**config.mk**
```make
export PLATFORM = sky130hd
export DESIGN_NAME = cache_fill
export DESIGN_NICKNAME = d
export VERILOG_FILES = /design/src/rtl/cache_fill.sv
export SDC_FILE = /design/constraint.sdc
export NUM_CORES = 1
export LEC_CHECK = 0
export BUFFER_PORTS_ARGS = -buffer_cell sky130_fd_sc_hd__buf_2
export CAP_MARGIN = 20
export CORE_MARGIN = 1
export CORE_UTILIZATION = 30
export CTS_CLUSTER_SIZE = 14
export DETAILED_ROUTE_END_ITERATION = 8
export GPL_TIMING_DRIVEN = 1
export HOLD_SLACK_MARGIN = 0.03
export PLACE_DENSITY = 0.5
export SYNTH_ARGS = -nofsm -noshare
export SYNTH_HDL_FRONTEND = slang
export SYNTH_SLANG_ARGS = --single-unit
```
**constraint.sdc**
```tcl
create_clock -name clock_i -period 3.9 [get_ports clock_i]
set_clock_uncertainty 0.15 [all_clocks]
set_input_delay 0.585 -clock clock_i [delete_from_list [all_inputs] [get_ports clock_i]]
set_output_delay 0.585 -clock clock_i [all_outputs]
set_load 0.05 [all_outputs]
```
**src/rtl/cache_fill.sv**
```systemverilog
// Line-fill write stage: buffers fetch_wb words in a 4-entry FIFO and writes them into the selected L1 way.
// Optional macro CACHE_FILL_CRIT_FWD_EN forwards the critical word early instead of with fill_done_o.
module cache_fill #(
    parameter int unsigned WIDTH   = 32,
    parameter int unsigned ADDRESS = 18,
    parameter int unsigned CNTBITS = 4,
    parameter int unsigned INDEX   = 4
) (
    input  logic                     clock_i,
    input  logic                     reset_ni,
    input  logic                     fill_start_i,
    input  logic [ADDRESS-1:0]       fill_addr_i,
    input  logic                     fill_way_i,
    input  logic                     abort_i,
    output logic                     busy_o,
    output logic                     fill_done_o,
    input  logic                     u_write_i,
    input  logic                     u_vld_i,
    input  logic [INDEX+CNTBITS-1:0] u_addr_i,
    input  logic [WIDTH-1:0]         u_data_i,
    input  logic                     ram_busy_i,
    output logic                     d_write0_o,
    output logic                     d_write1_o,
    output logic [INDEX+CNTBITS-1:0] d_addr_o,
    output logic [WIDTH-1:0]         d_data_o,
    output logic                     crit_vld_o,
    output logic [WIDTH-1:0]         crit_data_o,
    output logic                     overflow_o,
    output logic                     mismatch_o
);

    localparam int unsigned AW    = INDEX + CNTBITS;
    localparam int unsigned DEPTH = 4;
    localparam int unsigned PW    = 2;
    localparam int unsigned LW    = 3;

    typedef enum logic [1:0] {
        S_IDLE = 2'd0,
        S_FILL = 2'd1,
        S_DONE = 2'd2
    } state_t;

    typedef struct packed {
        logic [AW-1:0]    addr;
        logic [WIDTH-1:0] data;
    } fifo_word_t;

    state_t             state_q, state_d;
    logic [INDEX-1:0]   line_idx_q, line_idx_d;
    logic [CNTBITS-1:0] crit_off_q, crit_off_d;
    logic [CNTBITS-1:0] count_q, count_d;
    logic               way_q, way_d;
    logic               crit_seen_q, crit_seen_d;
    fifo_word_t         fifo_q [DEPTH];
    fifo_word_t         fifo_d [DEPTH];
    logic [PW-1:0]      wr_ptr_q, wr_ptr_d;
    logic [PW-1:0]      rd_ptr_q, rd_ptr_d;
    logic [LW-1:0]      level_q, level_d;
    logic               busy_q, busy_d;
    logic               fill_done_q, fill_done_d;
    logic               crit_vld_q, crit_vld_d;
    logic [WIDTH-1:0]   crit_data_q, crit_data_d;
    logic               overflow_q, overflow_d;
    logic               mismatch_q, mismatch_d;
`ifndef CACHE_FILL_CRIT_FWD_EN
    logic [WIDTH-1:0]   crit_word_q, crit_word_d;
`endif

    logic       push, pop, flush, capture;
    fifo_word_t head;
    logic       unused_addr_bits;

    // Only the index and offset of the miss PC matter to this stage.
    assign unused_addr_bits = ^fill_addr_i[ADDRESS-1:AW];
    assign head             = fifo_q[rd_ptr_q];

    always_comb begin
        state_d     = state_q;
        line_idx_d  = line_idx_q;
        crit_off_d  = crit_off_q;
        count_d     = count_q;
        way_d       = way_q;
        crit_seen_d = crit_seen_q;
        fifo_d      = fifo_q;
        crit_data_d = crit_data_q;
        overflow_d  = overflow_q;
        mismatch_d  = mismatch_q;
`ifndef CACHE_FILL_CRIT_FWD_EN
        crit_word_d = crit_word_q;
`endif
        fill_done_d = 1'b0;
        crit_vld_d  = 1'b0;
        push        = 1'b0;
        pop         = 1'b0;
        capture     = 1'b0;
        flush       = abort_i;

        case (state_q)
            S_IDLE: begin
                if (fill_start_i && !abort_i) begin
                    state_d     = S_FILL;
                    line_idx_d  = fill_addr_i[AW-1:CNTBITS];
                    crit_off_d  = fill_addr_i[CNTBITS-1:0];
                    way_d       = fill_way_i;
                    count_d     = '0;
                    crit_seen_d = 1'b0;
                    overflow_d  = 1'b0;
                    mismatch_d  = 1'b0;
                    flush       = 1'b1;
                end
            end
            S_FILL: begin
                if (abort_i) begin
                    state_d = S_IDLE;
                end else begin
                    pop = (level_q != '0) && !ram_busy_i;
                    if (u_write_i && u_vld_i) begin
                        if (u_addr_i[AW-1:CNTBITS] != line_idx_q) begin
                            mismatch_d = 1'b1;
                        end else if ((level_q == LW'(DEPTH)) && !pop) begin
                            overflow_d = 1'b1;
                        end else begin
                            push = 1'b1;
                        end
                    end
                    // Writing the last word of the line (count wraps) completes the fill.
                    if (pop) begin
                        count_d = count_q + CNTBITS'(1);
                        if (count_q == '1) begin
                            state_d     = S_DONE;
                            fill_done_d = 1'b1;
                        end
                    end
                    capture = push && (u_addr_i[CNTBITS-1:0] == crit_off_q) && !crit_seen_q;
                end
            end
            S_DONE: begin
                state_d = S_IDLE;
            end
            default: begin
                state_d = S_IDLE;
            end
        endcase

        if (capture) begin
            crit_seen_d = 1'b1;
        end
`ifdef CACHE_FILL_CRIT_FWD_EN
        if (capture) begin
            crit_vld_d  = 1'b1;
            crit_data_d = u_data_i;
        end
`else
        if (capture) begin
            crit_word_d = u_data_i;
        end
        if (fill_done_d && crit_seen_q) begin
            crit_vld_d  = 1'b1;
            crit_data_d = crit_word_q;
        end
`endif

        if (push) begin
            fifo_d[wr_ptr_q] = {u_addr_i, u_data_i};
        end
        if (flush) begin
            wr_ptr_d = '0;
            rd_ptr_d = '0;
            level_d  = '0;
        end else begin
            wr_ptr_d = wr_ptr_q + PW'(push);
            rd_ptr_d = rd_ptr_q + PW'(pop);
            level_d  = level_q + LW'(push) - LW'(pop);
        end

        busy_d = (state_d != S_IDLE);
    end

    always_ff @(posedge clock_i or negedge reset_ni) begin
        if (!reset_ni) begin
            state_q     <= S_IDLE;
            line_idx_q  <= '0;
            crit_off_q  <= '0;
            count_q     <= '0;
            way_q       <= 1'b0;
            crit_seen_q <= 1'b0;
            for (int unsigned i = 0; i < DEPTH; i++) begin
                fifo_q[i] <= '0;
            end
            wr_ptr_q    <= '0;
            rd_ptr_q    <= '0;
            level_q     <= '0;
            busy_q      <= 1'b0;
            fill_done_q <= 1'b0;
            crit_vld_q  <= 1'b0;
            crit_data_q <= '0;
            overflow_q  <= 1'b0;
            mismatch_q  <= 1'b0;
`ifndef CACHE_FILL_CRIT_FWD_EN
            crit_word_q <= '0;
`endif
        end else begin
            state_q     <= state_d;
            line_idx_q  <= line_idx_d;
            crit_off_q  <= crit_off_d;
            count_q     <= count_d;
            way_q       <= way_d;
            crit_seen_q <= crit_seen_d;
            fifo_q      <= fifo_d;
            wr_ptr_q    <= wr_ptr_d;
            rd_ptr_q    <= rd_ptr_d;
            level_q     <= level_d;
            busy_q      <= busy_d;
            fill_done_q <= fill_done_d;
            crit_vld_q  <= crit_vld_d;
            crit_data_q <= crit_data_d;
            overflow_q  <= overflow_d;
            mismatch_q  <= mismatch_d;
`ifndef CACHE_FILL_CRIT_FWD_EN
            crit_word_q <= crit_word_d;
`endif
        end
    end

    // RAM write port is driven straight from the FIFO head so a pop writes in the same cycle.
    assign d_write0_o  = pop & ~way_q;
    assign d_write1_o  = pop & way_q;
    assign d_addr_o    = pop ? head.addr : '0;
    assign d_data_o    = pop ? head.data : '0;

    assign busy_o      = busy_q;
    assign fill_done_o = fill_done_q;
    assign crit_vld_o  = crit_vld_q;
    assign crit_data_o = crit_data_q;
    assign overflow_o  = overflow_q;
    assign mismatch_o  = mismatch_q;

endmodule

```
==> metrics.md, run 1 <==
| Metric | Value |
|---|---|
| Status | finished clean |
| Top post-synthesis cells by area | dfrtp_1, mux2_2, mux4_2 |
| Post-CTS setup buffers | 0 |
| Area share of the largest cell type after synthesis | 58.1% |
| Area Overhead vs Synth | 21.3% |
| Crit-path cells | nor3b_1, nand3_1, inv_1, buf_4, and2_1, buf_2 |
| VDD IR max | 0.289 mV |
| Post-synth EDFFs | 0 |
| Die Ht | 192 um |
| Post-place setup slack | 0.751 ns |
| Critical Path Slowest Stage Cell | dfrtp_1 |
| Min Clock Period, post-route | 3.29 ns |
| Crit path largest cell delay | 0.49 ns |
| Hold Path Class | in2reg |
| Synth Flop Type | dfrtp_1 |
| Crit start category | flop |
| Routed vias/inst | 4.65 |
| 1st-pass router iterations | 4 |
| Multiplexer share of the synthesized area | 32.5% |
| I/O pin count | 145 |
| Final Hold Vio Count | 0 |
| Setup Crit Path Kind | reg2out |
| Cell count after synthesis | 697 |
| Total CTS buffers | 30 |
| Clk pin slew, worst setup/hold paths | 0.06 ns |
| PwrDens | 445 nW/um2 |
| Post-synthesis async set-or-reset flop share | 100% |
| Gr usage total | 14.0% |
| Slew @ Worst Pin | 0.770 ns |
| Die W | 192 um |
| CP top delay family | buffers and inverters |
| Routed len/inst | 18.8 um |
| Maxcap violations | 0 |
| Starting density of the core | 30.5% |
| Hpwl dp | 15.4 mm |
| CP Capture Type | output port |
| Global-route wire length before repair | 39.8 mm |
| Post-Synth Adder-Cell Area | 0.761% |
| Vias in the first global route | 6720 |
| Fillers | 3481 |
| Die ar. | 36900 um2 |
| Max-slew violations | 0 |
| Antenna cells | 0 |
| Nets | 917 |
| Global placer's final weighted congestion | 0.694 |
| Post-route setup TNS | 0 ns |
| Htree depth | 1 |
| Post-synthesis compound-gate area fraction | 0.576% |
| DRC | 0 |
| Fraction of final layout cells sized beyond drive strength 1 | 52.6% |
| Total global routing overflow | 0 |
| CTS max path bufs | 3 |
| Root Buffer | clkbuf_16 |
| Largest family of logic cells by synthesized area | multiplexers |
| Synth Area in Simple Gates | 4.95% |
| Sink Count | 252 |
| Max Fanout on Critical Path | 26 |
| Final Setup Violations | 0 |
| Register area share after synthesis | 58.1% |
| CORE AREA | 35600 um2 |
| Crit share post-route | 84.2% |
| Yosys reg bits | 252 |
| Worst setup margin | 0.615 ns |
| Relative max-transition margin | 48.6% |
| Dominant cell type by area after synthesis | dfrtp_1 |
| Yosys warnings | 0 |
| Commonest cells in the netlist | dfrtp_1, mux2_2, and2_1 |
| Largest net degree at the start of global routing | 95 |
| Pleak | 6.60 nW |
| Fmax achieved | 304 MHz |
| Post-synth cell types | 37 |
| Iter 0 DRT Violations | 188 |
| Syn Nets | 769 |
| Mapped Area | 10900 um2 |
| Port Buffers | 134 |
| Mean Syn Cell Area | 15.6 um2 |
| Routed vias | 6175 |
| Clock latency on the worst-skew pair | 0.54 ns |
| Row count | 69 |
| Arrival time at the worst endpoint | 2.55 ns |
| WP buf/inv | 3 |
| XOR/XNOR share of the synthesized area | 0.968% |
| Total wire length | 25.0 mm |
| TritonCTS clock tree | built |
| Routed Antenna Nets | 0 |
| RSZ-0062 raised after global routing | no |
| Antenna violations before repair | 0 |
| Count leader, synth | dfrtp_1 |
| Worst path required time | 3.16 ns |
[cell type report]
type | instances | area [um2] | share of cell area (%)
clock buffers | 42 | 877 | 6.66
repair buffers | 156 | 911 | 6.92
clock inverters | 12 | 115 | 0.874
inverters | 10 | 37.5 | 0.285
multi-input cells | 395 | 4340 | 33.0
flip-flops and latches | 252 | 6310 | 47.9
well taps | 461 | 577 | 4.38
[cell families (layout without fill, tap and decap cells)]
group / Yosys count / after routing
multiplexers: 273 / 273
flip-flops: 252 / 252
AND/OR/NAND/NOR: 94 / 94
buffers and inverters: 50 / 220
XOR/XNOR: 12 / 12
AO/OA/AOI/OAI: 10 / 10
adder cells (fa/ha/maj): 6 / 6
[metrics by stage]
step | hold slack [ns] | cells | util [%] | total power, mW | area, um2
CTS | 0.0685 | 1328 | 37.0 | 5.98 | 13200
floorplan | 0.139 | 697 | - | 2.96 | 10900
finish | 0.0940 | 1328 | 37.0 | 5.86 | 13200
global route | 0.0765 | 1328 | 37.0 | 6.12 | 13200
detailed placement | 0.324 | 1273 | 34.2 | 3.13 | 12200
global placement | 0.319 | 1273 | 34.2 | 3.13 | 12200
[state kept, by name, indices dropped and copies added, names as in the netlist]
name / count
fifo_q: 160
level_q: 3
crit_off_q: 4
crit_data_o: 32
crit_seen_q: 1
state_q: 2
fill_done_o: 1
rd_ptr_q: 2
busy_o: 1
way_q: 1
wr_ptr_q: 2
line_idx_q: 4
crit_vld_o: 1
mismatch_o: 1
overflow_o: 1
count_q: 4
crit_word_q: 32
[report_power, final]
group	switching, mW	total, mW	internal (mW)
logic	0.159	0.330	0.171
clock network	1.09	2.78	1.69
registers	0.0450	2.75	2.70
[final timing paths]
check                                              end  cells past startpoint  slack (ns)                       from
worst max-delay path                      d_data_o[28]                      6        0.61       state_q[0]$_DFF_PN0_
worst min-delay path                 way_q$_DFFE_PN0P_                      3        0.09                 fill_way_i
worst max register to register    level_q[2]$_DFF_PN0_                     12        1.05  line_idx_q[2]$_DFFE_PN0P_
worst min register to register  fifo_q[61]$_DFFE_PN0P_                      1        0.33     fifo_q[61]$_DFFE_PN0P_
max in group asynchronous       fifo_q[15]$_DFFE_PN0P_                      3        2.26                   reset_ni
min in group asynchronous        fill_done_o$_DFF_PN0_                      2        0.51                   reset_ni
[cell usage in the layout, fill, tap and decap left out, drive strengths merged, types with 8 or more instances in the layout]
| cell type | Yosys | routed |
|---|---|---|
| nor2 | 15 | 15 |
| nand2 | 8 | 8 |
| mux2 | 233 | 233 |
| clkinv | 1 | 9 |
| and2 | 43 | 43 |
| mux4 | 40 | 40 |
| inv | 9 | 9 |
| buf | 29 | 155 |
| xnor2 | 11 | 11 |
| dfrtp | 252 | 252 |
| clkbuf | 11 | 42 |
[repair_timing]
| item | 4_1_cts | 5_1_grt |
|---|---|---|
| resized for setup | 0 | 0 |
| hold buffers | 1 | 0 |
| hold endpoints to repair | 89 | 0 |
[worst reg2reg max path, cell delays in order (launching register included)]
cell     delay [ns]
dfrtp_1        0.40
xnor2_1        0.21
nand4_1        0.13
buf_4          0.20
or3_1          0.40
ha_1           0.30
inv_1          0.06
ha_1           0.13
inv_1          0.04
fa_1           0.37
xor2_1         0.16
xnor2_1        0.13
nor2_1         0.05
[routing by layer]
layer,vias up,track usage [%],share of wire [%]
li1,2812,-,-
met1,3209,19.1,47
met2,114,22.8,47
met3,40,2.80,4.6
met4,0,3.27,1.7
met5,-,0,0
Power figures use the tool's default switching activity.
==> run 2, diff against run 1 <==
--- a/config.mk
+++ b/config.mk
@@ -13,7 +13,7 @@
 export DETAILED_ROUTE_END_ITERATION = 8
 export GPL_TIMING_DRIVEN = 1
 export HOLD_SLACK_MARGIN = 0.03
-export PLACE_DENSITY = 0.5
+export PLACE_DENSITY = 0.52
 export SYNTH_ARGS = -nofsm -noshare
 export SYNTH_HDL_FRONTEND = slang
 export SYNTH_SLANG_ARGS = --single-unit
==> constraint.sdc (replaced) <==
create_clock -name clock_i -period 2.7 [get_ports clock_i]
set_clock_uncertainty 0.15 [all_clocks]
set_input_delay 0.405 -clock clock_i [delete_from_list [all_inputs] [get_ports clock_i]]
set_output_delay 0.405 -clock clock_i [all_outputs]
set_load 0.05 [all_outputs]
==> run 2 against run 1 <==
Clock power up 41%. Sequential power grew 44%. Critical path type is now reg2reg. Largest cell class unchanged. Global-route usage is 0.090 points higher. Total power up 44%. Non-clock buffer count up 61. Combinational power grew 64%. Critical endpoint is now level_q[2]$_DFF_PN0_. Design area is 8.4% higher. Register-to-register slack worse by 1.0 ns. Final cell count up 4.5%. Wire length increased by 1.2%.
==> metrics.md, run 2 (synthesis results as in run 1) <==
| Metric | Value |
|---|---|
| Status | finished clean |
| Total CTS buffers | 28 |
| Commonest cells after routing, fill and taps aside | dfrtp_1, mux2_2, buf_2, dlygate4sd3_1, mux4_2 |
| 1st-pass router iterations | 4 |
| Hold slack | 0.0603 ns |
| Total global routing overflow | 0 |
| PwrDens | 590 nW/um2 |
| Arrival time at the worst endpoint | 2.93 ns |
| Routed len/inst | 18.2 um |
| Non-Filler Instances | 1388 |
| Vias in the first global route | 7021 |
| Min-delay src | u_addr_i[0] |
| Max Fanout on Critical Path | 2 |
| Sink Count | 252 |
| Port Buffers | 134 |
| Global placer's final weighted congestion | 0.704 |
| Crit-path cells | xnor2_1, nand4_1, or3_4, ha_4, inv_2, ha_4, inv_2, fa_2, xor2_2, xnor2_1, nor2_1 |
| RSZ-0062 raised after global routing | yes |
| Largest net degree at the start of global routing | 68 |
| Row count | 69 |
| Slew @ Worst Pin | 0.464 ns |
| Hold Path Class | in2reg |
| CORE AREA | 35600 um2 |
| Cell area after layout | 14300 um2 |
| Setup Crit Path Kind | reg2reg |
| Met3 GRT Util | 3.03% |
| Die W | 192 um |
| Max-slew violations | 0 |
| Die ar. | 36900 um2 |
| Multi-input gate area | 4500 um2 |
| Area Overhead vs Synth | 31.6% |
| Max reg flops | 160 |
| Total wire length | 25.3 mm |
| Grt met2 use | 24.2% |
| Routed Antenna Nets | 0 |
| TritonCTS clock tree | built |
| RR Startpoint | line_idx_q[0]$_DFFE_PN0P_ |
| Top Usage Layer GRT | met2 |
| Fmax achieved | 375 MHz |
| CP Capture Type | flop |
| Starting density of the core | 30.5% |
| Antenna violations before repair | 3 |
| Post-route setup TNS | 0 ns |
| Die Ht | 192 um |
| Routed vias | 6450 |
| VDD IR max | 0.444 mV |
| Fillers | 3364 |
| Register area | 6310 um2 |
| Fraction of final layout cells sized beyond drive strength 1 | 56.0% |
| Crit share post-route | 98.7% |
| Post-DP Area | 12300 um2 |
| Clock latency on the worst-skew pair | 0.54 ns |
| Htree depth | 1 |
| Root Buffer | clkbuf_16 |
| Maxcap violations | 0 |
| Clk pin slew, worst setup/hold paths | 0.06 ns |
| Min Clock Period, post-route | 2.66 ns |
| I/O pin count | 145 |
| Routed vias/inst | 4.65 |
| Worst path required time | 2.97 ns |
| Worst Setup SP | line_idx_q[0]$_DFFE_PN0P_ |
| CTS max path bufs | 3 |
| DRC | 0 |
| Pleak | 6.98 nW |
| Final Setup Violations | 0 |
| Crit start category | flop |
| Iter 0 DRT Violations | 221 |
| GR Util met1 | 18.1% |
| Largest reg by FF count | fifo_q |
| Critical Path Slowest Stage Cell | or3_4 |
| Tot Pwr | 8.43 mW |
| Nets | 976 |
| Global-route wire length before repair | 40.0 mm |
| Placed cell count | 1287 |
| Gr usage total | 14.1% |
| Final Hold Vio Count | 0 |
| Hpwl dp | 14.8 mm |
| Relative max-transition margin | 69.1% |
| Crit path largest cell delay | 0.44 ns |
| Commonest non-fill, non-tap cell in the layout | dfrtp_1 |
run 2: changes by cell type in the layout (fill, tap and decap cells not counted), sizes merged:
| cell | change |
|---|---|
| clkinvlp | -2 |
| clkinv | -3 |
| clkbuf | +4 |
| dlygate4sd3 | +44 |
| buf | +16 |
| diode | +1 |
run 2: path summary, 6_finish.rpt:
kind / endpoint / slack [ns] / cells past startpoint
worst min-delay path: fifo_q[152]$_DFFE_PN0P_ / 0.06 / 2
worst max register to register: level_q[2]$_DFF_PN0_ / 0.04 / 11
worst max-delay path: level_q[2]$_DFF_PN0_ / 0.04 / 11
min in group asynchronous: fifo_q[124]$_DFFE_PN0P_ / 0.24 / 2
worst min register to register: fifo_q[61]$_DFFE_PN0P_ / 0.33 / 1
max in group asynchronous: crit_data_o[15]$_DFFE_PN0P_ / 1.41 / 3
run 2: area by class of cell:
cell class / count / share of cell area, %
sequential: 252 / 44.2
multi-input combinational: 395 / 31.5
timing repair buffer: 217 / 13.2
clock buffer: 45 / 6.13
tap: 461 / 4.04
clock inverter: 7 / 0.596
inverter: 10 / 0.298
antenna: 1 / 0.0175
run 2: what timing repair did:
action	4_1_cts	5_1_grt
setup buffers	1	0
endpoints found under the hold margin	229	0
setup endpoints to repair	40	42
pin swaps	1	15
cloned	2	1
resized for setup	107	38
hold buffers	45	0
run 2: worst max-delay path: cells and delay by family (launching register included):
kind,cells,cell delay (ns)
xor gates and xnor gates,3,0.51
DFF,1,0.38
and+or+nand+nor,3,0.68
buffers and inverters,2,0.09
adders and majority gates,3,0.73
run 2: stage by stage:
| step | setup WS [ns] | util (%) |
|---|---|---|
| after floorplan | 0.0178 | - |
| after global placement | -0.0642 | 34.7 |
| after detailed placement | -0.0802 | 34.7 |
| after CTS | -0.0246 | 39.7 |
| after global routing | -0.0714 | 40.2 |
| final | 0.0358 | 40.2 |
run 2: power by group:
part	switching (mW)	internal, mW	total [mW]	leakage [nW]
Sequential	0.0657	3.90	3.97	3.48
Combinational	0.245	0.297	0.542	3.02
Clock	1.52	2.40	3.92	0.478
Total	1.83	6.60	8.43	6.98
run 2: routing by layer:
layer  vias up  share of wire, %  routed length [um]
met5         -             0.055                  14
met4         2               1.9                 477
met3        35               4.1                1050
met2       109                49               12300
met1      3375                45               11400
li1       2929                 -                   -
